File: config.mk
export PLATFORM = sky130hd
export DESIGN_NAME = arcade_input_ctrl_flat
export DESIGN_NICKNAME = d
export VERILOG_FILES = /design/src/rtl/arcade_input_ctrl_if.sv /design/src/rtl/arcade_input_ctrl.sv /design/src/flat_wrapper.sv
export SDC_FILE = /design/constraint.sdc
export NUM_CORES = 1
export LEC_CHECK = 0
export ABC_AREA = 1
export CAP_MARGIN = 20
export CORE_MARGIN = 2
export CORE_UTILIZATION = 56
export CTS_CLUSTER_DIAMETER = 80
export CTS_CLUSTER_SIZE = 16
export DETAILED_ROUTE_END_ITERATION = 10
export PLACE_DENSITY_LB_ADDON = 0.25
export SYNTH_ARGS = -nofsm -noshare
export SYNTH_HDL_FRONTEND = slang
export SYNTH_SLANG_ARGS = --single-unit
export TNS_END_PERCENT = 10
File: constraint.sdc
create_clock -name clk_sys -period 1.95 [get_ports clk_sys]
set_clock_uncertainty 0.1 [all_clocks]
set_input_delay 0.39 -clock clk_sys [delete_from_list [all_inputs] [get_ports clk_sys]]
set_output_delay 0.39 -clock clk_sys [all_outputs]
set_load 0.05 [all_outputs]
File: src/rtl/arcade_input_ctrl_if.sv
`default_nettype none
// ============================================================================
// Module      : arcade_input_ctrl_if
// Description : Host-side inputs and active-low game-core controls for the
//               arcade input controller.
// Revision    : 1.0 - initial release
// ============================================================================
interface arcade_input_ctrl_if #(
    parameter int PLAYERS = 2
);
    logic [10:0]            ps2_key;
    logic [16*PLAYERS-1:0]  joystick;
    logic [PLAYERS-1:0]     autofire_en;
    logic                   coin_on_start;
    logic [PLAYERS-1:0]     fire_n;
    logic [PLAYERS-1:0]     start_n;
    logic [PLAYERS-1:0]     coin_n;

    modport master (
        output ps2_key,
        output joystick,
        output autofire_en,
        output coin_on_start,
        input  fire_n,
        input  start_n,
        input  coin_n
    );

    modport slave (
        input  ps2_key,
        input  joystick,
        input  autofire_en,
        input  coin_on_start,
        output fire_n,
        output start_n,
        output coin_n
    );
endinterface
`default_nettype wire

File: src/rtl/arcade_input_ctrl.sv
`default_nettype none
// ============================================================================
// Module      : arcade_input_ctrl
// Description : Merges PS/2 keys and pads into per-player fire/start/coin,
//               with fixed-width coin pulses and optional autofire.
// Revision    : 1.0 - initial release
// ============================================================================
module arcade_input_ctrl #(
    parameter int          PLAYERS      = 2,
    parameter logic [15:0] COIN_HOLD    = 16'd50000,
    parameter logic [15:0] AUTOFIRE_DIV = 16'd6000
) (
    input  wire logic          clk_sys,
    input  wire logic          reset,
    arcade_input_ctrl_if.slave ctrl
);

    localparam logic [1:0]  S_IDLE     = 2'd0;
    localparam logic [1:0]  S_HOLD     = 2'd1;
    localparam logic [1:0]  S_WAIT_REL = 2'd2;

    localparam logic [15:0] c_coin_load = COIN_HOLD - 16'd1;
    localparam logic [15:0] c_af_last   = AUTOFIRE_DIV - 16'd1;

    // ------------------------------------------------------------------------
    // Key map
    // ------------------------------------------------------------------------
    function automatic logic f_is_fire(input logic [8:0] code, input int p);
        case (p)
            0:       return (code == 9'h029) || (code == 9'h014);
            1:       return (code == 9'h01C);
            2:       return (code == 9'h015);
            3:       return (code == 9'h01D);
            default: return 1'b0;
        endcase
    endfunction

    function automatic logic f_is_start(input logic [8:0] code, input int p);
        case (p)
            0:       return (code == 9'h016) || (code == 9'h005);
            1:       return (code == 9'h01E) || (code == 9'h006);
            2:       return (code == 9'h026);
            3:       return (code == 9'h025);
            default: return 1'b0;
        endcase
    endfunction

    function automatic logic f_is_coin(input logic [8:0] code, input int p);
        case (p)
            0:       return (code == 9'h02E);
            1:       return (code == 9'h036);
            2:       return (code == 9'h03D);
            3:       return (code == 9'h03E);
            default: return 1'b0;
        endcase
    endfunction

    // ------------------------------------------------------------------------
    // Key event detection
    // ------------------------------------------------------------------------
    logic       r_ps2_tog;
    logic       w_key_event;
    logic       w_key_pressed;
    logic [8:0] w_key_code;

    // Tracked through reset too, so a toggle seen during reset is never
    // replayed as an event once reset drops.
    always_ff @(posedge clk_sys) begin
        r_ps2_tog <= ctrl.ps2_key[10];
    end

    assign w_key_event   = ctrl.ps2_key[10] ^ r_ps2_tog;
    assign w_key_pressed = ctrl.ps2_key[9];
    assign w_key_code    = ctrl.ps2_key[8:0];

    wire [PLAYERS-1:0] w_fire_n;
    wire [PLAYERS-1:0] w_start_n;
    wire [PLAYERS-1:0] w_coin_n;

    // ------------------------------------------------------------------------
    // Per-player channels
    // ------------------------------------------------------------------------
    for (genvar p = 0; p < PLAYERS; p++) begin : g_player
        logic        r_fire_key;
        logic        r_start_key;
        logic        r_coin_key;
        logic        w_fire_req;
        logic        w_start_req;
        logic        w_coin_req;
        logic        w_unused_joy;

        logic        r_start_n;

        logic [1:0]  r_coin_state;
        logic [1:0]  w_coin_state_nxt;
        logic [15:0] r_coin_cnt;
        logic [15:0] w_coin_cnt_nxt;
        logic        r_coin_n;

        logic        w_af_en;
        logic        r_af_en_d;
        logic        r_fire_req_d;
        logic        w_af_restart;
        logic        r_af_phase;
        logic        w_af_phase_nxt;
        logic [15:0] r_af_cnt;
        logic [15:0] w_af_cnt_nxt;
        logic        r_fire_n;

        always_ff @(posedge clk_sys) begin
            if (reset) begin
                r_fire_key  <= 1'b0;
                r_start_key <= 1'b0;
                r_coin_key  <= 1'b0;
            end else if (w_key_event) begin
                if (f_is_fire(w_key_code, p))  r_fire_key  <= w_key_pressed;
                if (f_is_start(w_key_code, p)) r_start_key <= w_key_pressed;
                if (f_is_coin(w_key_code, p))  r_coin_key  <= w_key_pressed;
            end
        end

        assign w_fire_req   = r_fire_key  | ctrl.joystick[16*p+4];
        assign w_start_req  = r_start_key | ctrl.joystick[16*p+5];
        assign w_coin_req   = r_coin_key  | ctrl.joystick[16*p+6]
                            | (ctrl.coin_on_start & w_start_req);
        assign w_unused_joy = ^{ctrl.joystick[16*p+15 : 16*p+7],
                                ctrl.joystick[16*p+3  : 16*p]};

        always_ff @(posedge clk_sys) begin
            if (reset) begin
                r_start_n <= 1'b1;
            end else begin
                r_start_n <= ~w_start_req;
            end
        end

        // Coin pulse: exactly COIN_HOLD cycles, then wait for release so a
        // held request never produces a second pulse.
        always_comb begin
            w_coin_state_nxt = r_coin_state;
            w_coin_cnt_nxt   = r_coin_cnt;
            case (r_coin_state)
                S_IDLE: begin
                    if (w_coin_req) begin
                        w_coin_state_nxt = S_HOLD;
                        w_coin_cnt_nxt   = c_coin_load;
                    end
                end
                S_HOLD: begin
                    if (r_coin_cnt == 16'd0) begin
                        w_coin_state_nxt = S_WAIT_REL;
                    end else begin
                        w_coin_cnt_nxt = r_coin_cnt - 16'd1;
                    end
                end
                S_WAIT_REL: begin
                    if (!w_coin_req) begin
                        w_coin_state_nxt = S_IDLE;
                    end
                end
                default: begin
                    w_coin_state_nxt = S_IDLE;
                    w_coin_cnt_nxt   = 16'd0;
                end
            endcase
        end

        always_ff @(posedge clk_sys) begin
            if (reset) begin
                r_coin_state <= S_IDLE;
                r_coin_cnt   <= 16'd0;
                r_coin_n     <= 1'b1;
            end else begin
                r_coin_state <= w_coin_state_nxt;
                r_coin_cnt   <= w_coin_cnt_nxt;
                r_coin_n     <= (w_coin_state_nxt != S_HOLD);
            end
        end

        // Autofire restarts in the asserted phase on a new press and when
        // autofire is switched on while the button is already held.
        assign w_af_en      = ctrl.autofire_en[p];
        assign w_af_restart = w_fire_req & (~r_fire_req_d | (w_af_en & ~r_af_en_d));

        always_comb begin
            w_af_cnt_nxt   = r_af_cnt;
            w_af_phase_nxt = r_af_phase;
            if (!w_fire_req || w_af_restart) begin
                w_af_cnt_nxt   = 16'd0;
                w_af_phase_nxt = 1'b0;
            end else if (r_af_cnt == c_af_last) begin
                w_af_cnt_nxt   = 16'd0;
                w_af_phase_nxt = ~r_af_phase;
            end else begin
                w_af_cnt_nxt = r_af_cnt + 16'd1;
            end
        end

        always_ff @(posedge clk_sys) begin
            if (reset) begin
                r_fire_req_d <= 1'b0;
                r_af_en_d    <= 1'b0;
                r_af_cnt     <= 16'd0;
                r_af_phase   <= 1'b0;
                r_fire_n     <= 1'b1;
            end else begin
                r_fire_req_d <= w_fire_req;
                r_af_en_d    <= w_af_en;
                r_af_cnt     <= w_af_cnt_nxt;
                r_af_phase   <= w_af_phase_nxt;
                if (w_af_en) begin
                    r_fire_n <= ~(w_fire_req & ~w_af_phase_nxt);
                end else begin
                    r_fire_n <= ~w_fire_req;
                end
            end
        end

        assign w_fire_n[p]  = r_fire_n;
        assign w_start_n[p] = r_start_n;
        assign w_coin_n[p]  = r_coin_n;
    end

    assign ctrl.fire_n  = w_fire_n;
    assign ctrl.start_n = w_start_n;
    assign ctrl.coin_n  = w_coin_n;

endmodule
`default_nettype wire

File: src/flat_wrapper.sv
// flat-port wrapper written by rule: the top's interface ports become plain ports
module arcade_input_ctrl_flat 
#(
    parameter int          PLAYERS      = 2,
    parameter logic [15:0] COIN_HOLD    = 16'd50000,
    parameter logic [15:0] AUTOFIRE_DIV = 16'd6000
)
  (clk_sys, reset, ctrl_ps2_key, ctrl_joystick, ctrl_autofire_en, ctrl_coin_on_start, ctrl_fire_n, ctrl_start_n, ctrl_coin_n);
  arcade_input_ctrl_if #(.PLAYERS(PLAYERS)) ctrl_i ();
  input  wire logic clk_sys;
  input  wire logic reset;
  input wire logic [$bits(ctrl_i.ps2_key)-1:0] ctrl_ps2_key;
  input wire logic [$bits(ctrl_i.joystick)-1:0] ctrl_joystick;
  input wire logic [$bits(ctrl_i.autofire_en)-1:0] ctrl_autofire_en;
  input wire logic [$bits(ctrl_i.coin_on_start)-1:0] ctrl_coin_on_start;
  output wire logic [$bits(ctrl_i.fire_n)-1:0] ctrl_fire_n;
  output wire logic [$bits(ctrl_i.start_n)-1:0] ctrl_start_n;
  output wire logic [$bits(ctrl_i.coin_n)-1:0] ctrl_coin_n;
  assign ctrl_i.ps2_key = ctrl_ps2_key;
  assign ctrl_i.joystick = ctrl_joystick;
  assign ctrl_i.autofire_en = ctrl_autofire_en;
  assign ctrl_i.coin_on_start = ctrl_coin_on_start;
  assign ctrl_fire_n = ctrl_i.fire_n;
  assign ctrl_start_n = ctrl_i.start_n;
  assign ctrl_coin_n = ctrl_i.coin_n;
  arcade_input_ctrl #(.PLAYERS(PLAYERS), .COIN_HOLD(COIN_HOLD), .AUTOFIRE_DIV(AUTOFIRE_DIV)) u_core (.clk_sys(clk_sys), .reset(reset), .ctrl(ctrl_i));
endmodule
* Yosys cells after proc, flatten, opt, wreduce, memory -nomap -nowiden
Cells that the tools add are included.
** Storage, ports and cells
- Register bits after elaboration :: 87
- Latch bits :: 0
- RAM bits :: 0
- ROM bits :: 0
- Bits of input ports :: 48
- Output and inout port bits :: 6
- Logic and storage cells :: 138
- Memories :: 0
** Cells by class
- $add $sub $neg :: 4
- Multipliers :: 0
- Divide/modulo/power cells :: 0
- $lt $le $gt $ge :: 0
- Equal/unequal tests :: 21
- Shift-type cells :: 0
- Multiplexer cells :: 32
- Bitwise operators :: 35
- Reduce and logical (&&, ||, !) cells :: 21
** Operators by type and width (number)
- 16-bit case mux with 3 select lines :: 2
- 16-bit 2-to-1 mux :: 4
- 9-bit by 5-bit == test with 1-bit output (second input constant) :: 4
- 16-bit by 1-bit adder with 16-bit output (second input constant) :: 2
- 16-bit by 13-bit == test with 1-bit output (second input constant) :: 2
- 16-bit logical NOT :: 2
- 16-bit by 1-bit subtractor with 16-bit output (second input constant) :: 2
- 9-bit by 6-bit == test with 1-bit output (second input constant) :: 3
- 9-bit by 3-bit == test with 1-bit output (second input constant) :: 2
- 1-bit 2-to-1 mux :: 18
- 1-bit NOT :: 16
- 2-bit 2-to-1 mux :: 6
- 2-bit case mux with 3 select lines :: 2
- 2-bit AND reduction :: 6
- 1-bit bitwise OR :: 10
- 1-bit bitwise AND :: 8
- 2-bit by 1-bit inequality test with 1-bit output (second input constant) :: 4
- 3-bit AND reduction :: 2
- 3-bit OR reduction :: 2
- 1-bit logical OR :: 5
- 2-bit by 1-bit == test with 1-bit output (second input constant) :: 2
- 2-bit == test (second input constant) :: 2
- 2-bit logical NOT :: 2
- 2-bit inequality test (second input constant) :: 2
- other kinds (2) :: 3

* Logic depth before layout (Yosys ltp)
- Depth after elaboration :: 10
- Depth in mapped cells :: 11
- Gate-level depth less buffers :: 11

* Worst setup path after synthesis
Ideal clock, no wire load.
- Kind :: flip-flop to flip-flop
- From :: register u_core.g_player[0].r_af_cnt[0]
- To :: register u_core.g_player[0].r_af_cnt[9]
- Library setup time :: 117 ps
- Arrival time :: 1305 ps
- Slack :: 428 ps
- Cell stages (with the launch flop) :: 8
- Path buffers :: 1
- Period minus slack after synthesis :: 1522 ps
- Cell sequence :: dfxtp_1 ha_1 nand3_1 nor2_1 nand2_1 nand3_1 buf_2 nor2_1
** Between the ends
- Word-level cells in the longest chain between the ends :: 2
- Elaborated cells between the ends (all ways) :: 3
- Those cells by class :: 1 x add/sub; 1 x eq/ne; 1 x reduce/logical
** RTL lines
- from (decl) :: line arcade_input_ctrl.sv:106 : logic [15:0] r_af_cnt;
- from (signal assigned) :: line arcade_input_ctrl.sv:209 : r_af_cnt <= w_af_cnt_nxt;
- parallel branches: the longest is 2 deep, another holds 16-bit by 1-bit adder with 16-bit output
Several ways; the timed one is not identified.
A chain may end at the register's enable or synchronous reset.

* Worst setup path in the final report
- From :: register u_core.g_player[0].r_coin_n
- To :: output ctrl_coin_n[0]
** RTL lines
- from (decl) :: line arcade_input_ctrl.sv:98 : logic r_coin_n;
- from (signal assigned) :: line arcade_input_ctrl.sv:176 : r_coin_n <= (w_coin_state_nxt != S_HOLD);
- to (decl) :: line flat_wrapper.sv:18 : output wire logic [$bits(ctrl_i.coin_n)-1:0] ctrl_coin_n;
No word-level cell between the ends.

==> results.sh <==
export IMPL_num_rows=33
export IMPL_async_flop_share_pct=0
export IMPL_ys_flop_type="dfxtp_1"
export IMPL_grt_max_degree=32
export IMPL_routed_via_count=4467
export IMPL_cts_sinks=87
export IMPL_tightest_slew_ns=0.559
export IMPL_nets=798
export IMPL_path_buf_inv=1
export IMPL_drt_initial_drc_count=167
export IMPL_layout_commonest_cell="nand2_1"
export IMPL_drv_slew=0
export IMPL_cts_path_max_buffers=2
export IMPL_crit_path_start_kind="flip-flop"
export IMPL_layout_setup_ws_ns=0.245
export IMPL_wl_per_cell_um=11.6
export IMPL_wl_um=9910
export IMPL_relSlewSlack_pct=62.4
export IMPL_port_buffers=27
export IMPL_syn_avg_cell_area_um2=6.62
export IMPL_firstDrtPassIters=4
export IMPL_cp_required_ns=1.46
export IMPL_cp_top_family="buffers and inverters"
export IMPL_finalHoldViolCount=0
export IMPL_min_path_type="flip-flop to flip-flop"
export IMPL_core_area_um2=8130
export IMPL_grt_overflow=0
export IMPL_cap_violations=0
export IMPL_antenna_found_initial=0
export IMPL_cts_setup_buffers=0
export IMPL_netlist_area_um2=4650
export IMPL_seq_area_frac_synth_pct=37.4
export IMPL_yosysUniqueCellTypes=36
export IMPL_final_cell_mix="nand2_1, nor2_1, dfxtp_1"
export IMPL_drive_gt1_share_pct=10.3
export IMPL_layout_worst_path_cycle_share_pct=87.4
export IMPL_worstSkewPairLatency_ns=0.37
export IMPL_ys_warn_count=0
export IMPL_gp_congestion=0.860
export IMPL_cp_arrival_ns=1.21
export IMPL_crit_type="flip-flop to output port"
export IMPL_dp_hpwl_um=7290
export IMPL_grt_pass1_vias=4045
export IMPL_path_clk_slew_ns=0.09
export IMPL_hold_buffers=0
export IMPL_rsz0062_at_grt="no"
export IMPL_cts_buffers=9
export IMPL_critPathMaxFanout=1
export IMPL_fin_crit_ns=1.70
export IMPL_ctsResizeCount=3
export IMPL_status="finished clean"
export IMPL_yosys_register_bits=87
export IMPL_fin_util_pct=65.3
export IMPL_cts_tree="yes"
export IMPL_slowest_stage="dlygate4sd2_1"
export IMPL_dieWidth_um=95.1
export IMPL_cts_root_buffer="clkbuf_8"
export IMPL_grt_pass1_wl_um=16900
export IMPL_pin_count=54
export IMPL_synth_edff_count=0
export IMPL_leakagePower_nw=2.14
export IMPL_ant_nets=0
export IMPL_die_height_um=95.1
export IMPL_start_util_pct=57.2
export IMPL_vias_per_cell=5.23
export IMPL_area_growth_pct=14.2
export IMPL_grt_total_usage_pct=23.0
export IMPL_setup_viol=0
export IMPL_syn_nets=757
export IMPL_vdd_ir_drop_max_mv=0.484
export IMPL_preCtsSetupSlack_ns=-0.104
export IMPL_max_clock_freq_ghz=0.587
export IMPL_critPathMaxStageDelay_ns=0.53
export IMPL_crit_chain="dlygate4sd2_1"
export IMPL_crit_path_end_kind="output port"
export IMPL_hold_slack_ns=0.351
export IMPL_remaining_drc_errors=0
export IMPL_dieArea_um2=9050
export IMPL_cts_htree_levels=3
export IMPL_syn_inst=703
export IMPL_antenna_cells=0
export IMPL_powerDensity_nw_per_um2=756
kinds of logic after synthesis:
group                      after synthesis  synth area share, %
adders and majority gates                6                 1.61
DFF                                     87                 37.4
buffers and inverters                  106                 9.71
AOI/OAI and AO/OA                       90                 10.7
xor gates and xnor gates                11                 2.07
and+or+nand+nor                        403                 38.5
final timing paths:
kind,startpoint,to,slack [ns],cells after the start
min reg2reg,u_core.g_player[1].r_af_cnt[0]$_SDFF_PP0_,u_core.g_player[1].r_af_cnt[0]$_SDFF_PP0_,0.35,1
max,u_core.g_player[0].r_coin_n$_SDFF_PP1_,ctrl_coin_n[0],0.25,1
max reg2reg,u_core.g_player[0].r_coin_cnt[0]$_SDFFE_PP0P_,u_core.g_player[0].r_coin_cnt[1]$_SDFFE_PP0P_,0.27,9
min,u_core.g_player[1].r_af_cnt[0]$_SDFF_PP0_,u_core.g_player[1].r_af_cnt[0]$_SDFF_PP0_,0.35,1
routing by layer:
| layer | up-vias | wire (µm) | track usage (%) |
|---|---|---|---|
| met5 | - | 0 | 0 |
| met4 | 0 | 153 | 9.54 |
| met3 | 15 | 385 | 3.48 |
| met2 | 92 | 4850 | 40.4 |
| met1 | 2032 | 4520 | 28.0 |
| li1 | 2328 | - | - |
layout make-up:
type	count	area [µm²]
clock buffers	9	124
inverters	90	338
fillers	713	2820
repair buffers	46	439
multi-input cells	510	2460
flip-flops and latches	87	1740
clock inverters	7	80.1
well taps	105	131
metrics by stage:
stage	total power, mW	instance area [µm²]	cells	TNS (ns)
after global routing	4.24	5310	854	0
after detailed placement	2.75	5110	838	-0.981
final	4.02	5310	854	0
after floorplan	2.54	4650	703	0
after global placement	2.73	5110	838	-0.381
after CTS	4.04	5310	854	0
where the power goes:
group | switching, mW | internal [mW]
clock network | 0.699 | 0.608
registers | 0.0773 | 1.86
logic | 0.476 | 0.298
registers in the layout (all words and copies together), names as in the netlist:
signal                        cells
u_core.r_ps2_tog                  1
u_core.g_player.r_start_n         2
u_core.g_player.r_af_en_d         2
u_core.g_player.r_fire_n          2
u_core.g_player.r_coin_state      4
u_core.g_player.r_coin_n          2
u_core.g_player.r_af_cnt         32
u_core.g_player.r_start_key       2
u_core.g_player.r_fire_key        2
u_core.g_player.r_coin_key        2
u_core.g_player.r_coin_cnt       32
u_core.g_player.r_fire_req_d      2
u_core.g_player.r_af_phase        2
Yosys cell counts, drive strengths merged, types with 4 or more instances:
| cell | number | share of area (%) |
|---|---|---|
| xor2 | 7 | 1.3 |
| o21bai | 4 | 0.65 |
| ha | 6 | 1.6 |
| dfxtp | 87 | 37 |
| nand2 | 174 | 15 |
| nor3 | 22 | 2.5 |
| nand3 | 61 | 7.2 |
| inv | 90 | 7.3 |
| o21ai | 29 | 3.1 |
| nand4 | 15 | 2.0 |
| xnor2 | 4 | 0.75 |
| nor2 | 121 | 11 |
| a21oi | 55 | 6.6 |
| buf | 13 | 2.2 |
Note: power is estimated with default switching activity, not from simulation.
